===== src/rtl/ila_readout_pkg.sv =====
// Shared types and constants for the ILA readout engine and its serializer.
package ila_readout_pkg;

  // Upper half of header word 0 ("IL" in ASCII).
  localparam logic [15:0] ILA_READOUT_MAGIC = 16'h494C;

  // Width of one transport word.
  localparam int ILA_READOUT_WORD_BITS = 32;

  // Readout FSM states. ST_HEADER is only reachable when the header is built in.
  typedef enum logic [2:0] {
    ST_IDLE,
    ST_HEADER,
    ST_FETCH,
    ST_WAIT,
    ST_SHIFT
  } ila_readout_state_t;

  // Number of transport words needed to carry one sample of the given width.
  function automatic int words_for_width(input int width);
    return (width + ILA_READOUT_WORD_BITS - 1) / ILA_READOUT_WORD_BITS;
  endfunction

endpackage


===== src/rtl/ila_readout_engine_serializer.sv =====
// ila_word_serializer: takes one TOTAL_WIDTH-bit sample and presents it as
// consecutive 32-bit words (least significant word first) on a valid/ready
// stream. Bits above TOTAL_WIDTH in the last word read as zero. empty_o is
// high whenever no word is pending.
module ila_word_serializer
  import ila_readout_pkg::*;
#(
  parameter int TOTAL_WIDTH = 32
) (
  input  logic                   clk,
  input  logic                   rst,
  input  logic                   clear_i,
  input  logic                   load_i,
  input  logic [TOTAL_WIDTH-1:0] sample_i,
  input  logic                   last_sample_i,
  input  logic                   ready_i,
  output logic                   valid_o,
  output logic [31:0]            data_o,
  output logic                   last_o,
  output logic                   last_word_o,
  output logic                   empty_o
);

  localparam int WORDS    = words_for_width(TOTAL_WIDTH);
  localparam int PAD_W    = WORDS * ILA_READOUT_WORD_BITS;
  localparam int IDX_BITS = (WORDS > 1) ? $clog2(WORDS) : 1;
  localparam logic [IDX_BITS-1:0] LAST_IDX = IDX_BITS'(WORDS - 1);

  logic [PAD_W-1:0]    shreg_q;
  logic [PAD_W-1:0]    shreg_d;
  logic [IDX_BITS-1:0] idx_q;
  logic [IDX_BITS-1:0] idx_d;
  logic                valid_q;
  logic                last_sample_q;
  logic                fire;

  assign fire    = valid_q && ready_i;
  assign shreg_d = shreg_q >> ILA_READOUT_WORD_BITS;
  assign idx_d   = idx_q + 1'b1;

  // Load a sample, then shift one word out per handshake; clear drops the word.
  // NOTE: sequential state uses non-blocking assignments so every register
  // samples the pre-edge values, independent of statement order.
  always_ff @(posedge clk) begin
    if (rst) begin
      shreg_q       <= '0;
      idx_q         <= '0;
      valid_q       <= 1'b0;
      last_sample_q <= 1'b0;
    end else if (clear_i) begin
      idx_q   <= '0;
      valid_q <= 1'b0;
    end else if (load_i) begin
      shreg_q       <= PAD_W'(sample_i);
      idx_q         <= '0;
      valid_q       <= 1'b1;
      last_sample_q <= last_sample_i;
    end else if (fire) begin
      shreg_q <= shreg_d;
      if (idx_q == LAST_IDX) begin
        valid_q <= 1'b0;
      end else begin
        idx_q <= idx_d;
      end
    end
  end

  assign valid_o     = valid_q;
  assign data_o      = shreg_q[31:0];
  assign last_word_o = (idx_q == LAST_IDX);
  assign last_o      = valid_q && last_sample_q && (idx_q == LAST_IDX);
  assign empty_o     = !valid_q;

endmodule


===== src/rtl/ila_readout_engine.sv =====
// ila_readout_engine: after a capture, walks the capture buffer from base_ptr
// through all DEPTH samples (wrapping) and streams each sample as 32-bit words.
// Optional build macro: ILA_READOUT_HEADER_EN prepends two header words
// ({magic, TOTAL_WIDTH[15:0]} then DEPTH) to the stream.
module ila_readout_engine
  import ila_readout_pkg::*;
#(
  parameter  int TOTAL_WIDTH = 32,
  parameter  int DEPTH       = 1024,
  localparam int ADDR_BITS   = $clog2(DEPTH)
) (
  input  logic                   clk,
  input  logic                   rst,
  input  logic                   start,
  input  logic                   abort,
  input  logic [ADDR_BITS-1:0]   base_ptr,
  output logic                   busy,
  output logic                   done,
  output logic                   buf_rd_en,
  output logic [ADDR_BITS-1:0]   buf_rd_addr,
  input  logic [TOTAL_WIDTH-1:0] buf_rd_data,
  output logic                   dout_valid,
  input  logic                   dout_ready,
  output logic [31:0]            dout_data,
  output logic                   dout_last
);

  localparam int CNT_BITS = ADDR_BITS + 1;
  localparam logic [CNT_BITS-1:0] CNT_FULL = CNT_BITS'(DEPTH);
  localparam logic [CNT_BITS-1:0] CNT_LAST = CNT_BITS'(DEPTH - 1);

  ila_readout_state_t   state_q;
  logic [ADDR_BITS-1:0] rd_ptr_q;
  logic [ADDR_BITS-1:0] rd_ptr_d;
  logic [CNT_BITS-1:0]  count_q;
  logic [CNT_BITS-1:0]  count_d;
  logic                 busy_q;
  logic                 done_q;
  logic                 buf_rd_en_q;
  logic [ADDR_BITS-1:0] buf_rd_addr_q;

  logic        ser_load;
  logic        ser_valid;
  logic [31:0] ser_data;
  logic        ser_last;
  logic        ser_last_word;
  logic        ser_empty;
  logic        ser_fire;

`ifdef ILA_READOUT_HEADER_EN
  logic        hdr_valid_q;
  logic        hdr_idx_q;
  logic [31:0] hdr_word;

  assign hdr_word = hdr_idx_q ? 32'(DEPTH) : {ILA_READOUT_MAGIC, 16'(TOTAL_WIDTH)};
`endif

  // Pointer wraps modulo DEPTH through natural overflow of ADDR_BITS.
  assign rd_ptr_d = rd_ptr_q + 1'b1;
  assign count_d  = count_q + 1'b1;
  assign ser_load = (state_q == ST_WAIT) && !abort;
  assign ser_fire = ser_valid && dout_ready;

  ila_word_serializer #(
    .TOTAL_WIDTH (TOTAL_WIDTH)
  ) u_serializer (
    .clk           (clk),
    .rst           (rst),
    .clear_i       (abort),
    .load_i        (ser_load),
    .sample_i      (buf_rd_data),
    .last_sample_i (count_q == CNT_LAST),
    .ready_i       (dout_ready),
    .valid_o       (ser_valid),
    .data_o        (ser_data),
    .last_o        (ser_last),
    .last_word_o   (ser_last_word),
    .empty_o       (ser_empty)
  );

  // Readout FSM with registered busy/done/read-port outputs; abort wins over all.
  // NOTE: done_q and buf_rd_en_q default low at the top of the clocked block so
  // they form single-cycle pulses; defaults in a clocked block never infer latches.
  always_ff @(posedge clk) begin
    if (rst) begin
      state_q       <= ST_IDLE;
      rd_ptr_q      <= '0;
      count_q       <= '0;
      busy_q        <= 1'b0;
      done_q        <= 1'b0;
      buf_rd_en_q   <= 1'b0;
      buf_rd_addr_q <= '0;
`ifdef ILA_READOUT_HEADER_EN
      hdr_valid_q   <= 1'b0;
      hdr_idx_q     <= 1'b0;
`endif
    end else begin
      done_q      <= 1'b0;
      buf_rd_en_q <= 1'b0;
      if (abort && state_q != ST_IDLE) begin
        state_q <= ST_IDLE;
        busy_q  <= 1'b0;
`ifdef ILA_READOUT_HEADER_EN
        hdr_valid_q <= 1'b0;
`endif
      end else begin
        case (state_q)
          ST_IDLE: begin
            if (start && !abort && ser_empty) begin
              rd_ptr_q <= base_ptr;
              count_q  <= '0;
              busy_q   <= 1'b1;
`ifdef ILA_READOUT_HEADER_EN
              state_q     <= ST_HEADER;
              hdr_valid_q <= 1'b1;
              hdr_idx_q   <= 1'b0;
`else
              state_q       <= ST_FETCH;
              buf_rd_en_q   <= 1'b1;
              buf_rd_addr_q <= base_ptr;
`endif
            end
          end
`ifdef ILA_READOUT_HEADER_EN
          ST_HEADER: begin
            if (dout_ready) begin
              if (hdr_idx_q) begin
                hdr_valid_q   <= 1'b0;
                state_q       <= ST_FETCH;
                buf_rd_en_q   <= 1'b1;
                buf_rd_addr_q <= rd_ptr_q;
              end else begin
                hdr_idx_q <= 1'b1;
              end
            end
          end
`endif
          ST_FETCH: state_q <= ST_WAIT;
          ST_WAIT:  state_q <= ST_SHIFT;
          ST_SHIFT: begin
            if (ser_fire && ser_last_word) begin
              rd_ptr_q <= rd_ptr_d;
              count_q  <= count_d;
              if (count_d == CNT_FULL) begin
                state_q <= ST_IDLE;
                busy_q  <= 1'b0;
                done_q  <= 1'b1;
              end else begin
                state_q       <= ST_FETCH;
                buf_rd_en_q   <= 1'b1;
                buf_rd_addr_q <= rd_ptr_d;
              end
            end
          end
          default: state_q <= ST_IDLE;
        endcase
      end
    end
  end

  assign busy        = busy_q;
  assign done        = done_q;
  assign buf_rd_en   = buf_rd_en_q;
  assign buf_rd_addr = buf_rd_addr_q;
  assign dout_last   = ser_last;

`ifdef ILA_READOUT_HEADER_EN
  assign dout_valid = hdr_valid_q | ser_valid;
  assign dout_data  = hdr_valid_q ? hdr_word : ser_data;
`else
  assign dout_valid = ser_valid;
  assign dout_data  = ser_data;
`endif

endmodule


===== config.mk =====
export PLATFORM = sky130hd
export DESIGN_NAME = ila_readout_engine
export DESIGN_NICKNAME = d
export VERILOG_FILES = /design/src/rtl/ila_readout_pkg.sv /design/src/rtl/ila_readout_engine_serializer.sv /design/src/rtl/ila_readout_engine.sv
export SDC_FILE = /design/constraint.sdc
export NUM_CORES = 1
export LEC_CHECK = 0
export BUFFER_PORTS_ARGS = -buffer_cell sky130_fd_sc_hd__buf_2
export CAP_MARGIN = 20
export CORE_MARGIN = 2
export CORE_UTILIZATION = 30
export CTS_BUF_LIST = sky130_fd_sc_hd__clkbuf_2 sky130_fd_sc_hd__clkbuf_4 sky130_fd_sc_hd__clkbuf_8
export DETAILED_ROUTE_END_ITERATION = 7
export MAX_ROUTING_LAYER = met4
export SYNTH_ARGS = -nofsm -noshare
export SYNTH_HDL_FRONTEND = slang
export SYNTH_SLANG_ARGS = --single-unit
export TNS_END_PERCENT = 1

===== constraint.sdc =====
create_clock -name clk -period 2.5 [get_ports clk]
set_input_delay 0.125 -clock clk [delete_from_list [all_inputs] [get_ports clk]]
set_output_delay 0.125 -clock clk [all_outputs]
set_load 0.005 [all_outputs]

==> results.md <==
- Clk sinks: 71
- Boundary Pins: 94
- Synth-to-Final Area Change: 27.6%
- Kind of start point of the critical path: register
- Vias in the first global route: approximately 2900
- Commonest non-fill, non-tap cell in the layout: buf_2
- Wire per inst: 13.2 um
- Final instance count without filler cells: ~600
- Design Power: about 2.3 mW
- CTS Buf Count: 9
- Critical path class: reg2reg
- # H-tree levels: 3
- Gpl congestion: between 0.8 and 0.9
- Drt pass-1 iters: 5
- Die X-Extent: roughly 110 um
- Drt initial violations: 280
- Synthesized Nets: 421
- Power per cell area: approximately 560 mW/mm^2
- Worst path arrival time: ~2.2 ns
- Max-slew violations: 0
- Core Area: between 0.01 and 0.015 mm^2
- Setup TNS: 0 ns
- # setup viols final: 0
- Overflow after GRT: 0
- Post-place setup slack: roughly 0.53 ns
- Worst-Margin Slew: roughly 0.57 ns
- Crit path setup slack, layout: approximately 0.53 ns
- Final Cell Area: ~0.0041 mm^2
- CTS resizes: 0
- EDFF count, synth: 0
- CTS root buf: clkbuf_8
- Syn Std Cell Area: roughly 0.0032 mm^2
- Post-Synthesis Cells: roughly 370
- Status: finished, final reports clean
- Layout cells sized above 1: between 20% and 30%
- Rows: 37
- Worst Clk Skew: 0.00958 ns
- Rel. slew slack: between 60% and 70%
- Min cycle time layout: about 2.0 ns
- Fin nets: about 520
- Detailed-route DRC error count: 0
- Post-synthesis register bit count: 71
- Initial Utilization: a little under a third
- Max Fclk: 507 MHz
- Largest net degree at the start of global routing: 41
- Peak VDD IR: approximately 0.32 mV
- CP Capture Type: register
- Fillcell total: approximately 1100
- Ant. Diodes: 0
- Final WL: just over 8 mm
- Static leakage: 1.62 nW
- Mapped Avg Cell Area: roughly 8.6 um^2
- Min Hold Slack: around 0.020 ns
- Hold crit path type: in2reg
- Worst-skew pair later-pin latency: 0.35 ns
- Warnings from Yosys: 0
- Post-layout util: between 30% and 40%
- Antenna violations before repair: 0
- DR vias/cell: around 5.0
- Final hold violation count: 0
- Worst-path clk slew: 0.08 ns
- Max FO, Critical Path: 6
- Most frequent cells in the layout: buf_2, dfxtp_1, nor2_1
- PortBufs: between 90 and 100
- Die Footprint: roughly 0.012 mm^2
- Placed cell count: ~590
- RSZ-0062 raised after global routing: false
- Yosys cell types: between 40 and 50
- Final cycle utilization of the critical path: just under 80%
- Total GRT Usage: 14.8%
- Async S/R FF share, synth: 0%
- Sequential share of the synthesized area: between 40% and 50%
- Via count: between 3000 and 4000
- First-pass GRT wire length: roughly 13 mm
- Placed inst area: roughly 0.0038 mm^2
- Max-cap violations: 0
- Required @ worst endpoint: roughly 2.8 ns
- Chip height: approximately 110 um
- Max clock buf depth: 2
- HPWL Detailed: ~5.6 mm
- CTS tree: done
- Reg2reg setup slack: roughly 0.53 ns
- Antenna Violating Nets Remaining: 0
- Predominant post-synthesis flop cell: dfxtp_1
-- synth_stat cells, types with 2 or more instances --
| cell type | n | area, um^2 |
|---|---|---|
| dfxtp_1 | 71 | 1420 |
| nor2_1 | 60 | 225 |
| a22oi_1 | 33 | 248 |
| a21oi_1 | 24 | 120 |
| nand2_1 | 24 | 90.1 |
| clkbuf_1 | 18 | 67.6 |
| a211oi_1 | 14 | 105 |
| nand2b_1 | 14 | 87.6 |
| nand3_1 | 14 | 70.1 |
| o21ai_0 | 11 | 55.1 |
| o21ai_1 | 9 | 45.0 |
| nor3_1 | 6 | 30.0 |
| and2_1 | 5 | 31.3 |
| buf_2 | 5 | 25.0 |
| or3_1 | 5 | 31.3 |
| xor2_1 | 5 | 43.8 |
| mux2i_1 | 4 | 40.0 |
| nand3b_1 | 4 | 30.0 |
| nand4_1 | 4 | 25.0 |
| inv_1 | 3 | 11.3 |
| nor3b_1 | 3 | 22.5 |
| xnor2_1 | 3 | 26.3 |
| and3_1 | 2 | 12.5 |
| and4_4 | 2 | 22.5 |
| ha_1 | 2 | 25.0 |
| nand3_4 | 2 | 35.0 |
| nor2_4 | 2 | 22.5 |
| nor4_1 | 2 | 12.5 |
-- logic make-up after synthesis --
family	Yosys count	synth area share [%]
adder cells (fa/ha/maj)	2	0.778
flip-flops	71	44.2
XOR/XNOR	8	2.18
multiplexers	7	2.76
buffers and inverters	26	3.23
AO/OA/AOI/OAI	99	20.7
AND/OR/NAND/NOR	159	26.1
-- path summary, 6_finish.rpt --
path                          startpoint                                   end  cells past startpoint
max              count_q[0]$_SDFFE_PP0P_                  buf_rd_en$_SDFF_PP0_                      7
min                      buf_rd_data[31]  u_serializer.data_o[31]$_SDFFE_PP0P_                      3
max reg2reg      count_q[0]$_SDFFE_PP0P_                  buf_rd_en$_SDFF_PP0_                      7
min reg2reg  buf_rd_addr[2]$_SDFFE_PP0P_           buf_rd_addr[2]$_SDFFE_PP0P_                      2
-- flip-flops by register name, indices dropped and copies added, names as in the netlist --
| signal | flops |
|---|---|
| buf_rd_addr | 10 |
| buf_rd_en | 1 |
| busy | 1 |
| count_q | 11 |
| done | 1 |
| rd_ptr_q | 10 |
| state_q | 3 |
| u_serializer.data_o | 32 |
| u_serializer.last_sample_q | 1 |
| u_serializer.valid_o | 1 |
-- final cells by class --
type	instances	area, um^2	share of cell area, %
multi-input combinational	275	1690	41.2
sequential	71	1420	34.6
timing repair buffer	108	608	14.8
tap	136	170	4.15
clock buffer	10	131	3.20
clock inverter	6	68.8	1.68
inverter	3	11.3	0.274
-- power breakdown --
| group | internal [mW] | switching [mW] | total (mW) | leakage [nW] |
|---|---|---|---|---|
| Clock | 0.479 | 0.465 | 0.944 | 0.101 |
| Sequential | 1.15 | 0.0221 | 1.18 | 0.574 |
| Combinational | 0.0864 | 0.104 | 0.190 | 0.947 |
| Total | 1.72 | 0.591 | 2.31 | 1.62 |
-- worst max-delay path: stages, from the launching register on --
cell,delay [ns]
dfxtp_1,0.41
ha_1,0.25
and2_1,0.23
nand3_4,0.11
mux2_4,0.35
nand3_4,0.13
nand2_4,0.07
a2111oi_4,0.33
-- layer usage --
layer,vias to the layer above,share of wire [%],routed length [um],GRT usage (%)
met1,1435,46,3740,18.4
met4,0,1.6,129,5.68
met2,90,46,3730,22.7
li1,1530,-,-,-
met3,11,5.7,461,4.36
met5,-,0,0,-
-- repair_timing --
| action | 4_1_cts | 5_1_grt |
|---|---|---|
| hold endpoints to repair | 7 | 0 |
| hold buffers | 7 | 0 |
| setup buffers | 0 | 0 |
| setup endpoints to repair | 0 | 0 |
Note: power is estimated with default switching activity, not from simulation.
